===== config.mk =====
export PLATFORM = sky130hd
export DESIGN_NAME = id_ex_reg
export DESIGN_NICKNAME = d
export VERILOG_FILES = /design/src/rtl/id_ex_reg.sv
export SDC_FILE = /design/constraint.sdc
export NUM_CORES = 1
export LEC_CHECK = 0
export ABC_AREA = 1
export BUFFER_PORTS_ARGS = -buffer_cell sky130_fd_sc_hd__buf_2
export CORE_AREA = 2 2 152 154
export CTS_CLUSTER_DIAMETER = 150
export DETAILED_ROUTE_END_ITERATION = 6
export DIE_AREA = 0 0 154 156
export GPL_ROUTABILITY_DRIVEN = 0
export GPL_TIMING_DRIVEN = 0
export PLACE_DENSITY = 0.72
export SYNTH_ARGS = -nofsm -noshare
export SYNTH_HDL_FRONTEND = slang
export SYNTH_SLANG_ARGS = --single-unit

===== constraint.sdc =====
create_clock -name clk -period 2.4 [get_ports clk]
set_clock_uncertainty 0.15 [all_clocks]
set_input_delay 0.12 -clock clk [delete_from_list [all_inputs] [get_ports clk]]
set_output_delay 0.12 -clock clk [all_outputs]
set_load 0.01 [all_outputs]

===== src/rtl/id_ex_reg.sv =====
// Decode-to-execute pipeline register: captures the decode control/data bundle,
// supports bubble insertion (flush) and hold (stall), and counts inserted bubbles.
module id_ex_reg #(
  parameter int unsigned XLEN  = 32,
  parameter int unsigned CNT_W = 16
) (
  input  logic             clk,
  input  logic             rst,
  input  logic             flush_e,
  input  logic             stall_e,
  input  logic             reg_write_d,
  input  logic             mem_write_d,
  input  logic             jump_d,
  input  logic             branch_d,
  input  logic             alusrc_d,
  input  logic             pc_src2_d,
  input  logic             lui_signal_d,
  input  logic [1:0]       result_src_d,
  input  logic [2:0]       alucontrol_d,
  input  logic [XLEN-1:0]  rd1_d,
  input  logic [XLEN-1:0]  rd2_d,
  input  logic [XLEN-1:0]  imm_ext_d,
  input  logic [XLEN-1:0]  pc_d,
  input  logic [XLEN-1:0]  pc_plus4_d,
  input  logic [4:0]       rs1_d,
  input  logic [4:0]       rs2_d,
  input  logic [4:0]       rd_d,
  output logic             reg_write_e,
  output logic             mem_write_e,
  output logic             jump_e,
  output logic             branch_e,
  output logic             alusrc_e,
  output logic             pc_src2_e,
  output logic             lui_signal_e,
  output logic [1:0]       result_src_e,
  output logic [2:0]       alucontrol_e,
  output logic [XLEN-1:0]  rd1_e,
  output logic [XLEN-1:0]  rd2_e,
  output logic [XLEN-1:0]  imm_ext_e,
  output logic [XLEN-1:0]  pc_e,
  output logic [XLEN-1:0]  pc_plus4_e,
  output logic [4:0]       rs1_e,
  output logic [4:0]       rs2_e,
  output logic [4:0]       rd_e,
  output logic             valid_e,
  output logic [CNT_W-1:0] bubble_cnt
);

  always_ff @(posedge clk) begin
    if (rst || flush_e) begin
      // A bubble zeroes data/index fields too, so rd_e=x0 never matches forwarding.
      reg_write_e  <= 1'b0;
      mem_write_e  <= 1'b0;
      jump_e       <= 1'b0;
      branch_e     <= 1'b0;
      alusrc_e     <= 1'b0;
      pc_src2_e    <= 1'b0;
      lui_signal_e <= 1'b0;
      result_src_e <= '0;
      alucontrol_e <= '0;
      rd1_e        <= '0;
      rd2_e        <= '0;
      imm_ext_e    <= '0;
      pc_e         <= '0;
      pc_plus4_e   <= '0;
      rs1_e        <= '0;
      rs2_e        <= '0;
      rd_e         <= '0;
      valid_e      <= 1'b0;
    end else if (!stall_e) begin
      reg_write_e  <= reg_write_d;
      mem_write_e  <= mem_write_d;
      jump_e       <= jump_d;
      branch_e     <= branch_d;
      alusrc_e     <= alusrc_d;
      pc_src2_e    <= pc_src2_d;
      lui_signal_e <= lui_signal_d;
      result_src_e <= result_src_d;
      alucontrol_e <= alucontrol_d;
      rd1_e        <= rd1_d;
      rd2_e        <= rd2_d;
      imm_ext_e    <= imm_ext_d;
      pc_e         <= pc_d;
      pc_plus4_e   <= pc_plus4_d;
      rs1_e        <= rs1_d;
      rs2_e        <= rs2_d;
      rd_e         <= rd_d;
      valid_e      <= 1'b1;
    end
  end

  // Saturating bubble counter; stall edges do not count.
  always_ff @(posedge clk) begin
    if (rst) begin
      bubble_cnt <= '0;
    end else if (flush_e && (bubble_cnt != '1)) begin
      bubble_cnt <= bubble_cnt + 1'b1;
    end
  end

endmodule


==> run_results.csv <==
group,metric,value,unit
clocking,cts-root-to-sink-buffers,3,
synth,syn_inst,962,
route,drc,0,
synth,post_synth_fa_ha_maj_area_fraction,0.00170,
worst_setup_path,cp_data_arrival_time,2.27,ns
sta,setup_violations,0,
cells_and_area,layout.nets,1765,
place,port_buffers,393,
synth,synth_simple_gate_area_share,0.255,
sta,timing_max_transition_violations_final,0,
worst_setup_path,critical_path.max_stage_delay,0.57,ns
worst_setup_path,endpoint_kind,"flip-flop",
cells_and_area,mostFrequentLayoutCell,"sky130_fd_sc_hd__buf_2",
worst_setup_path,worst_path_most_repeated_cell,"sky130_fd_sc_hd__dlygate4sd3_1",
route,route.vias.total,9040,
global_route,grt_overflow_total,0,
global_route,vias_in_the_first_global_route,8813,
synth,synth_top_cell_by_area,"sky130_fd_sc_hd__dfxtp_1",
flow_run,max_cap_viol_count,0,
floorplan,die_y,156,um
sta,timing_hold_violations_final,0,
sta,tightest_slew,0.579,ns
floorplan,die_width,154,um
synth,ys_ff_latch,204,
worst_setup_path,crit_family,"buffers and inverters",
synth,post-synth-top-area-fraction,0.556,
worst_setup_path,setup.worst_path.start_class,"input port",
floorplan,start_util,0.328,
place,detailed_placement_wirelength_estimate,18200,um
synth,synth_top_family_by_area,"simple AND/OR/NAND/NOR gates",
route,route.detailed.vias_per_inst,4.82,
clocking,clk_pin_slew_worst_paths,0.06,ns
power,total_power_divided_by_cell_area,656,nW/um2
worst_hold_path,min-delay-path-class,"input port to flip-flop",
route,drt_first_iter_violations,560,
worst_setup_path,critical_path_class,"input port to flip-flop",
cells_and_area,area_delta_synth_final,68.7,%
synth,synth_xor_xnor_area_share,0,
cells_and_area,layout_cells_sized_above_1,0.305,
cells_and_area,diodes,0,
clocking,clock-root-buffer,"sky130_fd_sc_hd__clkbuf_16",
outcome,status,"finished, final reports clean",
clocking,tritoncts_clock_tree,"built",
global_route,grt_util_met2,0.417,
clocking,cts_resized,0,
global_route,grt_use_met3,0.0575,
floorplan,placementRows,55,
clocking,h-tree-depth,1,
worst_setup_path,timing.critical_path.required,2.63,ns
sta,max_freq,0.490,GHz
floorplan,core_area,22400,um2
global_route,grt_use_met1,0.246,
synth,synthMuxAreaShare,0,
synth,synthesis.area,7340,um2
synth,synth.net_count,1154,
synth,synth_compound_area_frac,0.136,
synth,yosysWarnings,0,
clocking,clkSinkCount,204,
global_route,number_of_antenna_violations_at_the_first_check_in_global_routing,0,
global_route,grt_max_degree,14,
sta,rsz0062_at_grt,"false",
sta,max-slew-margin-rel,0.614,
clocking,cts_buffer_count,23,
floorplan,num_io_pins,395,
sta,tcrit_tclk_final,0.851,
global_route,groute.usage.overall,0.227,
worst_setup_path,worst-path-max-fanout,10,
sta,fin_hold_ws,0.0102,ns
synth,synth.area.top_cells,"sky130_fd_sc_hd__dfxtp_1 (56%), sky130_fd_sc_hd__nand2_1 (21%), sky130_fd_sc_hd__a21oi_1 (14%)",
synth,yosysSeqAreaShare,0.556,
clocking,worst_skew_pair_latency,0.50,ns
power,vdd_ir_drop_max,0.000448,V
synth,yosys.cell_types.count,20,
cells_and_area,layout.cells.most_common_list,"sky130_fd_sc_hd__buf_2 (430), sky130_fd_sc_hd__nand2_1 (416), sky130_fd_sc_hd__dfxtp_1 (204)",
worst_setup_path,critical_path_buf_inv_count,5,
worst_setup_path,cp_cell_sequence,"dlygate4sd3_1, buf_2, clkinv_1, nand2_1, buf_4, a21oi_1, dlygate4sd3_1",
synth,syn_avg_cell_area,7.63,um2
power,power.leakage,5.83,nW
global_route,gr-max-usage-layer,"met2",
global_route,grt_first_pass_wirelength,44500,um
floorplan,fp.dieArea,24000,um2
route,totalWireLength,29200,um
sta,setup_total_negative_slack,0,ns
route,wl_per_cell,15.6,um
route,antenna_left,0,
worst_setup_path,crit_slowest_cell,"sky130_fd_sc_hd__dlygate4sd3_1",
route,drt_pass1_iterations,5,
sta,period_needed,2.04,ns
-- area by class of cell --
type	count	area, um2
Fill cell	1862	9980
Sequential cell	204	4080
Timing Repair Buffer	586	3900
Multi-Input combinational cell	680	2890
Clock buffer	33	693
Tap cell	285	357
Buffer	64	317
Clock inverter	8	92.6
Inverter	14	52.6
-- registers in the layout, indices dropped and copies added, names as in the netlist, 3 cells and up --
name	cells
imm_ext_e	32
pc_e	32
pc_plus4_e	32
rd1_e	32
rd2_e	32
bubble_cnt	16
rd_e	5
rs1_e	5
rs2_e	5
alucontrol_e	3
-- cells in the mapped netlist (all sizes together) --
library cell	n
o21ai	1
clkbuf	21
dfxtp	204
a21oi	199
nand2	417
inv	13
nand3	15
nor2	45
nand4	2
buf	43
ha	1
clkinv	1
-- per-layer routing --
layer	vias to the layer above	wire length [um]
met3	103	2450
met5	-	0
li1	4294	-
met4	0	1290
met1	4166	10900
met2	477	14600
-- where the power goes --
group / internal [mW] / total (mW) / switching, mW
Combinational: 0.491 / 0.974 / 0.482
Clock: 2.21 / 3.60 / 1.39
Sequential: 3.49 / 3.55 / 0.0580
Total: 6.19 / 8.13 / 1.93
-- per-stage QoR --
stage | cells | power, mW | worst slack [ns] | utilization | area, um2
2_1_floorplan | 962 | 3.94 | 0.881 | - | 7340
3_3_place_gp | 1640 | 4.31 | 0.528 | 0.432 | 9660
3_5_place_dp | 1640 | 4.31 | 0.540 | 0.432 | 9660
4_1_cts | 1874 | 8.15 | 0.414 | 0.554 | 12400
5_1_grt | 1874 | 8.42 | 0.271 | 0.554 | 12400
6_report | 1874 | 8.13 | 0.359 | 0.554 | 12400
-- tightest hold or removal path, delay by kind of cell --
| kind | cells | cell delay (ns) |
|---|---|---|
| AOI/OAI and AO/OA | 1 | 0.06 |
| and+or+nand+nor | 1 | 0.06 |
| buffers and inverters | 2 | 0.35 |
-- logic make-up (layout without fill, tap and decap cells) --
group,after synthesis,after routing
AND/OR/NAND/NOR,479,479
flip-flops,204,204
AO/OA/AOI/OAI,200,200
buffers and inverters,78,705
adder cells (fa/ha/maj),1,1
-- what timing repair did --
action	4_1_cts	5_1_grt
hold endpoints to repair	193	0
hold buffers	193	0
buffers inserted	0	0
-- final timing paths --
path | slack [ns] | to | from | cells after the start
min reg2reg | 0.31 | pc_e[8] | pc_e[8] | 2
min | 0.01 | rs2_e[4] | stall_e | 4
max reg2reg | 0.72 | bubble_cnt[14] | bubble_cnt[0] | 7
max | 0.36 | rd2_e[31] | rst | 7
(Power assumes the default switching activity.)
